--- src/rtl/router_pkg.sv ---
// Shared definitions for the router output-port receiver: header layout,
// receiver FSM states and the skid-buffer entry format.
package router_pkg;
    localparam int LEN_MSB = 7;
    localparam int LEN_LSB = 2;
    localparam int ADDR_MSB = 1;
    localparam int ADDR_LSB = 0;
    // Router clears an unread output FIFO after this many cycles; the sink must keep up.
    localparam int ROUTER_SOFT_RST_CYCLES = 30;
    localparam int SKID_W = 9;

    typedef enum logic [1:0] {IDLE, HDR, BODY, DONE} rx_state_t;

    typedef struct packed {
        logic       last;
        logic [7:0] data;
    } skid_entry_t;
endpackage

--- src/rtl/router_pkt_receiver_if.sv ---
// Router-side read port plus the forwarded valid/ready byte stream.
interface router_pkt_receiver_if;
    logic       vld_in;
    logic [7:0] data_in;
    logic       read_en;
    logic [7:0] m_data;
    logic       m_valid;
    logic       m_ready;
    logic       m_last;

    modport master (output vld_in, data_in, m_ready, input read_en, m_data, m_valid, m_last);
    modport slave  (input vld_in, data_in, m_ready, output read_en, m_data, m_valid, m_last);
endinterface

--- src/rtl/router_rx_skid.sv ---
// Two-entry FIFO with occupancy output; push and pop may share a cycle.
module router_rx_skid
    import router_pkg::*;
#(
    parameter int W = SKID_W
) (
    input  logic         clk,
    input  logic         rstn,
    input  logic         push,
    input  logic [W-1:0] push_data,
    input  logic         pop,
    output logic [W-1:0] pop_data,
    output logic [1:0]   count
);
    logic [1:0][W-1:0] mem_q, mem_d;
    logic              wr_ptr_q, wr_ptr_d;
    logic              rd_ptr_q, rd_ptr_d;
    logic [1:0]        count_q, count_d;
    logic              do_pop;

    always_comb begin
        mem_d    = mem_q;
        wr_ptr_d = wr_ptr_q;
        rd_ptr_d = rd_ptr_q;
        do_pop   = pop && (count_q != 2'd0);
        if (push) begin
            mem_d[wr_ptr_q] = push_data;
            wr_ptr_d        = ~wr_ptr_q;
        end
        if (do_pop) rd_ptr_d = ~rd_ptr_q;
        count_d = count_q + {1'b0, push} - {1'b0, do_pop};
    end

    always_ff @(posedge clk) begin
        if (!rstn) begin
            mem_q    <= '0;
            wr_ptr_q <= 1'b0;
            rd_ptr_q <= 1'b0;
            count_q  <= 2'd0;
        end else begin
            mem_q    <= mem_d;
            wr_ptr_q <= wr_ptr_d;
            rd_ptr_q <= rd_ptr_d;
            count_q  <= count_d;
        end
    end

    assign pop_data = (count_q != 2'd0) ? mem_q[rd_ptr_q] : '0;
    assign count    = count_q;
endmodule

--- src/rtl/router_pkt_receiver.sv ---
// Drains one router output FIFO, forwards header+payload on a byte stream,
// checks parity/address and reports per-packet status with a timeout abort.
module router_pkt_receiver
    import router_pkg::*;
#(
    parameter int PORT_ID = 0,
    parameter int TIMEOUT = 32
) (
    input  logic                  clk,
    input  logic                  rstn,
    router_pkt_receiver_if.slave  rx,
    output logic                  pkt_done,
    output logic                  pkt_err,
    output logic                  pkt_abort,
    output logic [5:0]            pkt_len,
    output logic [1:0]            pkt_addr,
    output logic                  busy
);
    rx_state_t   state_q, state_d;
    logic        rd_pending_q;
    logic [6:0]  bytes_left_q, bytes_left_d;
    logic [7:0]  acc_q, acc_d;
    logic [5:0]  hdr_len_q, hdr_len_d;
    logic [1:0]  hdr_addr_q, hdr_addr_d;
    logic [5:0]  idle_cnt_q, idle_cnt_d;
    logic        pkt_done_q, pkt_done_d, pkt_err_q, pkt_err_d, pkt_abort_q, pkt_abort_d;
    logic [5:0]  pkt_len_q, pkt_len_d;
    logic [1:0]  pkt_addr_q, pkt_addr_d;
    logic        credit, want, read_en, idle_cyc, timeout_hit, push, pop;
    skid_entry_t push_entry, pop_entry;
    logic [1:0]  skid_count;

    // Credit counts the in-flight read as occupied so the skid can never overflow.
    always_comb begin
        credit      = ({1'b0, skid_count} + {2'b0, rd_pending_q}) < 3'd2;
        idle_cyc    = !rx.vld_in && !rd_pending_q;
        timeout_hit = (state_q == BODY) && idle_cyc && (idle_cnt_q == 6'(TIMEOUT - 1));
        case (state_q)
            IDLE, HDR: want = !rd_pending_q;
            BODY:      want = bytes_left_q > {6'b0, rd_pending_q};
            default:   want = 1'b0;
        endcase
        read_en = rstn && rx.vld_in && credit && want;
    end

    always_comb begin
        state_d      = state_q;
        bytes_left_d = bytes_left_q;
        acc_d        = acc_q;
        hdr_len_d    = hdr_len_q;
        hdr_addr_d   = hdr_addr_q;
        idle_cnt_d   = 6'd0;
        pkt_done_d   = 1'b0;
        pkt_err_d    = pkt_err_q;
        pkt_abort_d  = pkt_abort_q;
        pkt_len_d    = pkt_len_q;
        pkt_addr_d   = pkt_addr_q;
        push         = 1'b0;
        push_entry   = '0;
        case (state_q)
            IDLE: if (read_en) state_d = HDR;
            HDR: if (rd_pending_q) begin
                hdr_len_d       = rx.data_in[LEN_MSB:LEN_LSB];
                hdr_addr_d      = rx.data_in[ADDR_MSB:ADDR_LSB];
                acc_d           = rx.data_in;
                bytes_left_d    = {1'b0, rx.data_in[LEN_MSB:LEN_LSB]} + 7'd1;
                push            = 1'b1;
                push_entry.last = (rx.data_in[LEN_MSB:LEN_LSB] == 6'd0);
                push_entry.data = rx.data_in;
                state_d         = BODY;
            end
            BODY: begin
                idle_cnt_d = idle_cyc ? idle_cnt_q + 6'd1 : 6'd0;
                if (rd_pending_q) begin
                    bytes_left_d = bytes_left_q - 7'd1;
                    if (bytes_left_q > 7'd1) begin
                        push            = 1'b1;
                        push_entry.last = (bytes_left_q == 7'd2);
                        push_entry.data = rx.data_in;
                        acc_d           = acc_q ^ rx.data_in;
                    end else begin
                        // Parity byte: consumed for the check, never forwarded.
                        pkt_done_d  = 1'b1;
                        pkt_err_d   = (acc_q != rx.data_in) || (hdr_addr_q != 2'(PORT_ID));
                        pkt_abort_d = 1'b0;
                        pkt_len_d   = hdr_len_q;
                        pkt_addr_d  = hdr_addr_q;
                        state_d     = DONE;
                    end
                end else if (timeout_hit) begin
                    pkt_done_d  = 1'b1;
                    pkt_err_d   = 1'b1;
                    pkt_abort_d = 1'b1;
                    pkt_len_d   = hdr_len_q;
                    pkt_addr_d  = hdr_addr_q;
                    idle_cnt_d  = 6'd0;
                    state_d     = IDLE;
                end
            end
            default: state_d = IDLE;
        endcase
    end

    always_ff @(posedge clk) begin
        if (!rstn) begin
            state_q      <= IDLE;
            rd_pending_q <= 1'b0;
            bytes_left_q <= 7'd0;
            acc_q        <= 8'd0;
            hdr_len_q    <= 6'd0;
            hdr_addr_q   <= 2'd0;
            idle_cnt_q   <= 6'd0;
            pkt_done_q   <= 1'b0;
            pkt_err_q    <= 1'b0;
            pkt_abort_q  <= 1'b0;
            pkt_len_q    <= 6'd0;
            pkt_addr_q   <= 2'd0;
        end else begin
            state_q      <= state_d;
            rd_pending_q <= read_en;
            bytes_left_q <= bytes_left_d;
            acc_q        <= acc_d;
            hdr_len_q    <= hdr_len_d;
            hdr_addr_q   <= hdr_addr_d;
            idle_cnt_q   <= idle_cnt_d;
            pkt_done_q   <= pkt_done_d;
            pkt_err_q    <= pkt_err_d;
            pkt_abort_q  <= pkt_abort_d;
            pkt_len_q    <= pkt_len_d;
            pkt_addr_q   <= pkt_addr_d;
        end
    end

    router_rx_skid #(.W(SKID_W)) u_skid (
        .clk       (clk),
        .rstn      (rstn),
        .push      (push),
        .push_data (push_entry),
        .pop       (pop),
        .pop_data  (pop_entry),
        .count     (skid_count)
    );

    assign pop        = rx.m_valid && rx.m_ready;
    assign rx.m_valid = (skid_count != 2'd0);
    assign rx.m_data  = pop_entry.data;
    assign rx.m_last  = pop_entry.last;
    assign rx.read_en = read_en;
    assign pkt_done   = pkt_done_q;
    assign pkt_err    = pkt_err_q;
    assign pkt_abort  = pkt_abort_q;
    assign pkt_len    = pkt_len_q;
    assign pkt_addr   = pkt_addr_q;
    assign busy       = (state_q == HDR) || (state_q == BODY);
endmodule

--- src/flat_wrapper.sv ---
// flat-port wrapper written by rule: the top's interface ports become plain ports
module router_pkt_receiver_flat import router_pkg::*;
#(
    parameter int PORT_ID = 0,
    parameter int TIMEOUT = 32
)
  (clk, rstn, pkt_done, pkt_err, pkt_abort, pkt_len, pkt_addr, busy, rx_vld_in, rx_data_in, rx_m_ready, rx_read_en, rx_m_data, rx_m_valid, rx_m_last);
  router_pkt_receiver_if rx_i ();
  input  logic clk;
  input  logic rstn;
  output logic pkt_done;
  output logic pkt_err;
  output logic pkt_abort;
  output logic [5:0] pkt_len;
  output logic [1:0] pkt_addr;
  output logic busy;
  input wire logic [$bits(rx_i.vld_in)-1:0] rx_vld_in;
  input wire logic [$bits(rx_i.data_in)-1:0] rx_data_in;
  input wire logic [$bits(rx_i.m_ready)-1:0] rx_m_ready;
  output wire logic [$bits(rx_i.read_en)-1:0] rx_read_en;
  output wire logic [$bits(rx_i.m_data)-1:0] rx_m_data;
  output wire logic [$bits(rx_i.m_valid)-1:0] rx_m_valid;
  output wire logic [$bits(rx_i.m_last)-1:0] rx_m_last;
  assign rx_i.vld_in = rx_vld_in;
  assign rx_i.data_in = rx_data_in;
  assign rx_i.m_ready = rx_m_ready;
  assign rx_read_en = rx_i.read_en;
  assign rx_m_data = rx_i.m_data;
  assign rx_m_valid = rx_i.m_valid;
  assign rx_m_last = rx_i.m_last;
  router_pkt_receiver #(.PORT_ID(PORT_ID), .TIMEOUT(TIMEOUT)) u_core (.clk(clk), .rstn(rstn), .rx(rx_i), .pkt_done(pkt_done), .pkt_err(pkt_err), .pkt_abort(pkt_abort), .pkt_len(pkt_len), .pkt_addr(pkt_addr), .busy(busy));
endmodule
--- config.mk ---
export PLATFORM = sky130hd
export DESIGN_NAME = router_pkt_receiver_flat
export DESIGN_NICKNAME = d
export VERILOG_FILES = /design/src/rtl/router_pkg.sv /design/src/rtl/router_pkt_receiver_if.sv /design/src/rtl/router_rx_skid.sv /design/src/rtl/router_pkt_receiver.sv /design/src/flat_wrapper.sv
export SDC_FILE = /design/constraint.sdc
export NUM_CORES = 1
export LEC_CHECK = 0
export CAP_MARGIN = 20
export CORE_UTILIZATION = 42
export CTS_CLUSTER_DIAMETER = 120
export CTS_CLUSTER_SIZE = 40
export DETAILED_ROUTE_END_ITERATION = 7
export SETUP_SLACK_MARGIN = 0.1
export SYNTH_ARGS = -nofsm -noshare
export SYNTH_HDL_FRONTEND = slang
export SYNTH_SLANG_ARGS = --single-unit
--- constraint.sdc ---
create_clock -name clk -period 4.75 [get_ports clk]
set_input_delay 0.95 -clock clk [delete_from_list [all_inputs] [get_ports clk]]
set_output_delay 0.95 -clock clk [all_outputs]
set_load 0.02 [all_outputs]
==> results by group <==
Status
  – Status: finished clean

GRT
  – Gr usage total: around a fifth
  – Vias in the first global route: 2,664
  – First-pass GRT wire length: 13.07 mm
  – Total grt overflow: 0
  – Pin count of the biggest net entering global routing: 47
  – Initial antenna violation count: 0

Worst setup path
  – Critical path class: in -> out
  – Most used cell, CP: clkdlybuf4s50_1
  – Cell Chain, Critical Path: clkdlybuf4s50_1, buf_4, nor2b_1, nand4b_1, a21oi_2, clkdlybuf4s50_1
  – Top delay family on crit path: buffers and inverters
  – Setup crit start kind: primary input
  – Worst Path Required: between 3 and 4 ns
  – WP depth: 6
  – Reg2reg path depth: 9
  – CP max stage cell: clkdlybuf4s50_1
  – Number of buffers and inverters on the critical path: 3
  – Crit end category: output pin
  – CP peak stage delay: 0.62 ns
  – Critical Path AT: 2.75 ns
  – Critical Path Fanout Max: 16

Power and ir drop
  – PD cells: 475.4 mW/mm^2
  – Max VDD drop: 0.2799 mV
  – Leakage power: 0.001380 uW

Clocking
  – CTS Sinks: 65
  – Max clock buf depth: 2
  – Post-CTS Setup Bufs: 0
  – CTS tree: done
  – Hold Buf Count CTS: 0
  – CTS root buf: clkbuf_8
  – Clock-pin slew on the worst setup and hold paths: 0.08 ns
  – Post-CTS sizing: 0
  – Num CTS Buffers: 9
  – Worst-skew pair later-pin latency: ~0.34 ns
  – H-Tree Depth: 3

Synthesis
  – Largest family of logic cells by synthesized area: simple AND/OR/NAND/NOR gates
  – Synth Area in XOR/XNOR: 5.224%
  – Post-synthesis compound-gate area fraction: 17.05%
  – Gate Count Post-Synth: 407
  – Yosys warns: 0
  – Cell variety after synth: 45
  – Synth Area per Inst: 8.239 um^2
  – Syn nets: 431
  – Sequential cell area fraction in the yosys report: 38.81%
  – Simple-Gate Fraction of Synth Area: 20.90%
  – Number of synthesized flops with an enable pin: 0
  – Synthesized area: 0.003353 mm^2
  – Ys async rst share: 0%
  – Post-synthesis adder-cell area fraction: 4.478%
  – Synth Flop Type: dfxtp_1
  – Mux contribution to synthesized area: 8.657%
  – #FFs+latches synth: 65

Die
  – # rows: 32
  – Initial Utilization: 43.39%
  – Core area: 0.007727 mm^2
  – Die Y: 91.35 um
  – Die area: about 0.0083 mm^2
  – Die W: just over 90 um
  – I/O Pins: 35

Timing
  – Slew Viols, Final: 0
  – Fin. Hold Viols: 0
  – Worst-Margin Slew: 0.8002 ns
  – Unrepaired setup endpoints after global routing: no
  – Highest clock rate: 0.2702 GHz
  – Setup-failing EPs final: 0
  – Clk_skew: 0.004808 ns
  – Final Critical Period: 3.701 ns
  – Sum Neg Setup Slack: 0 ns
  – Tcrit/Tclk final: approximately 78%
  – Relative slew slack: between 40% and 50%
  – Hold WS: between 0.4 and 0.5 ns

Routing
  – Detailed-route vias per instance: 5.275
  – Antenna-violating nets left: 0
  – Drt drc: 0
  – Via Count: 2,843
  – 1st-pass router iterations: 4
  – DRT iter0 DRCs: 163
  – WL per Instance: 14.19 um
  – Total wire length: 7.650 mm

Final layout
  – Area growth syn-to-layout: 17.95%
  – Commonest non-fill, non-tap cell in the layout: dfxtp_1
  – Share of post-route cells with drive strength above 1: between 6 and 7%
  – Commonest non-fill, non-tap cells in the layout: dfxtp_1, nor2_1, nand2_1
  – Fin nets: about 460
  – Diodes inserted: 0
  – Fillers: 739

Hold path
  – Type of the most critical hold path: reg -> reg
  – WHS Path Cells: 1

Place
  – Gp weighted congestion: 0.7591
  – DP HPWL: 5.182 mm
  – IO Port Bufs: 34

Job
  – Max cap viols: 0
[flip-flops by register name, indices dropped and copies added (netlist names), 2 cells and up]
register and count:
u_core.state_q 2, u_core.idle_cnt_q 6, u_core.hdr_addr_q 2, u_core.u_skid.mem_q 18
u_core.bytes_left_q 7, u_core.hdr_len_q 6, u_core.pkt_len 6, u_core.acc_q 8
u_core.pkt_addr 2, u_core.u_skid.count 2
[layer usage]
metal | part of all wire, % | routed length (um) | GRT usage, %
met5 | 0 | 0 | 0
met2 | 42 | 3237 | 30.05
met3 | 5.6 | 425 | 5.276
met1 | 51 | 3865 | 27.21
met4 | 1.6 | 122 | 7.540
[stage by stage]
step	area [um^2]	cells	total power, uW	setup WS [ns]	utilization [%]
final	3955	539	1880	1.049	51.18
after global routing	3955	539	2027	0.9153	51.18
after CTS	3944	538	1884	1.051	51.04
after detailed placement	3744	522	1397	1.060	48.45
after global placement	3744	522	1389	1.077	48.45
after floorplan	3353	407	1250	2.306	-
[final cells by class]
type	instances	area, um^2	share of cell area [%]
timing repair buffer	40	389.1	9.839
sequential	65	1301	32.90
tap	102	127.6	3.227
clock inverter	7	76.32	1.930
inverter	13	48.80	1.234
multi-input combinational	303	1888	47.74
clock buffer	9	123.9	3.132
[synthesized netlist by cell type, types with 2 or more instances]
cell type | n | area [um^2]
ha_1 | 12 | 150.1
buf_4 | 3 | 22.52
inv_1 | 12 | 45.04
and3_1 | 4 | 25.02
o21ai_0 | 23 | 115.1
nor3_1 | 4 | 20.02
nor2_1 | 53 | 198.9
o22ai_1 | 2 | 12.51
a221oi_1 | 8 | 70.07
nor4_1 | 4 | 25.02
dfxtp_1 | 65 | 1301
o211ai_1 | 5 | 37.54
o21bai_1 | 3 | 22.52
xor2_1 | 12 | 105.1
nand3_1 | 15 | 75.07
a21boi_0 | 8 | 60.06
clkbuf_1 | 17 | 63.81
a211oi_1 | 3 | 22.52
xnor2_1 | 8 | 70.07
nor2b_1 | 5 | 31.28
and2_1 | 3 | 18.77
or3_1 | 2 | 12.51
or2_2 | 3 | 18.77
mux2i_1 | 29 | 290.3
a31oi_1 | 2 | 12.51
nand2_1 | 47 | 176.4
nand2b_1 | 8 | 50.05
a21oi_1 | 26 | 130.1
buf_2 | 5 | 25.02
[kinds of logic (layout without fill, tap and decap cells)]
kind of cell | after synthesis | count (layout)
simple gates | 154 | 154
compound gates | 88 | 88
flops | 65 | 65
buf+inv | 39 | 69
mux | 29 | 29
xor+xnor | 20 | 20
fa+ha+maj | 12 | 12
[worst paths after layout]
kind / from / to / slack [ns]
worst max-delay path: rstn / rx_read_en / 1.05
worst min-delay path: u_core.idle_cnt_q[0]$_SDFF_PN0_ / u_core.idle_cnt_q[0]$_SDFF_PN0_ / 0.46
worst max register to register: u_core.state_q[0]$_SDFFE_PN0P_ / u_core.u_skid.mem_q[6]$_SDFFE_PN0P_ / 1.98
worst min register to register: u_core.idle_cnt_q[0]$_SDFF_PN0_ / u_core.idle_cnt_q[0]$_SDFF_PN0_ / 0.46
[power breakdown]
part	total, uW	switching [uW]	internal (uW)
Combinational	694	416	278
Sequential	704	91.8	613
Clock	482	236	247
Note: power is estimated with default switching activity, not from simulation.
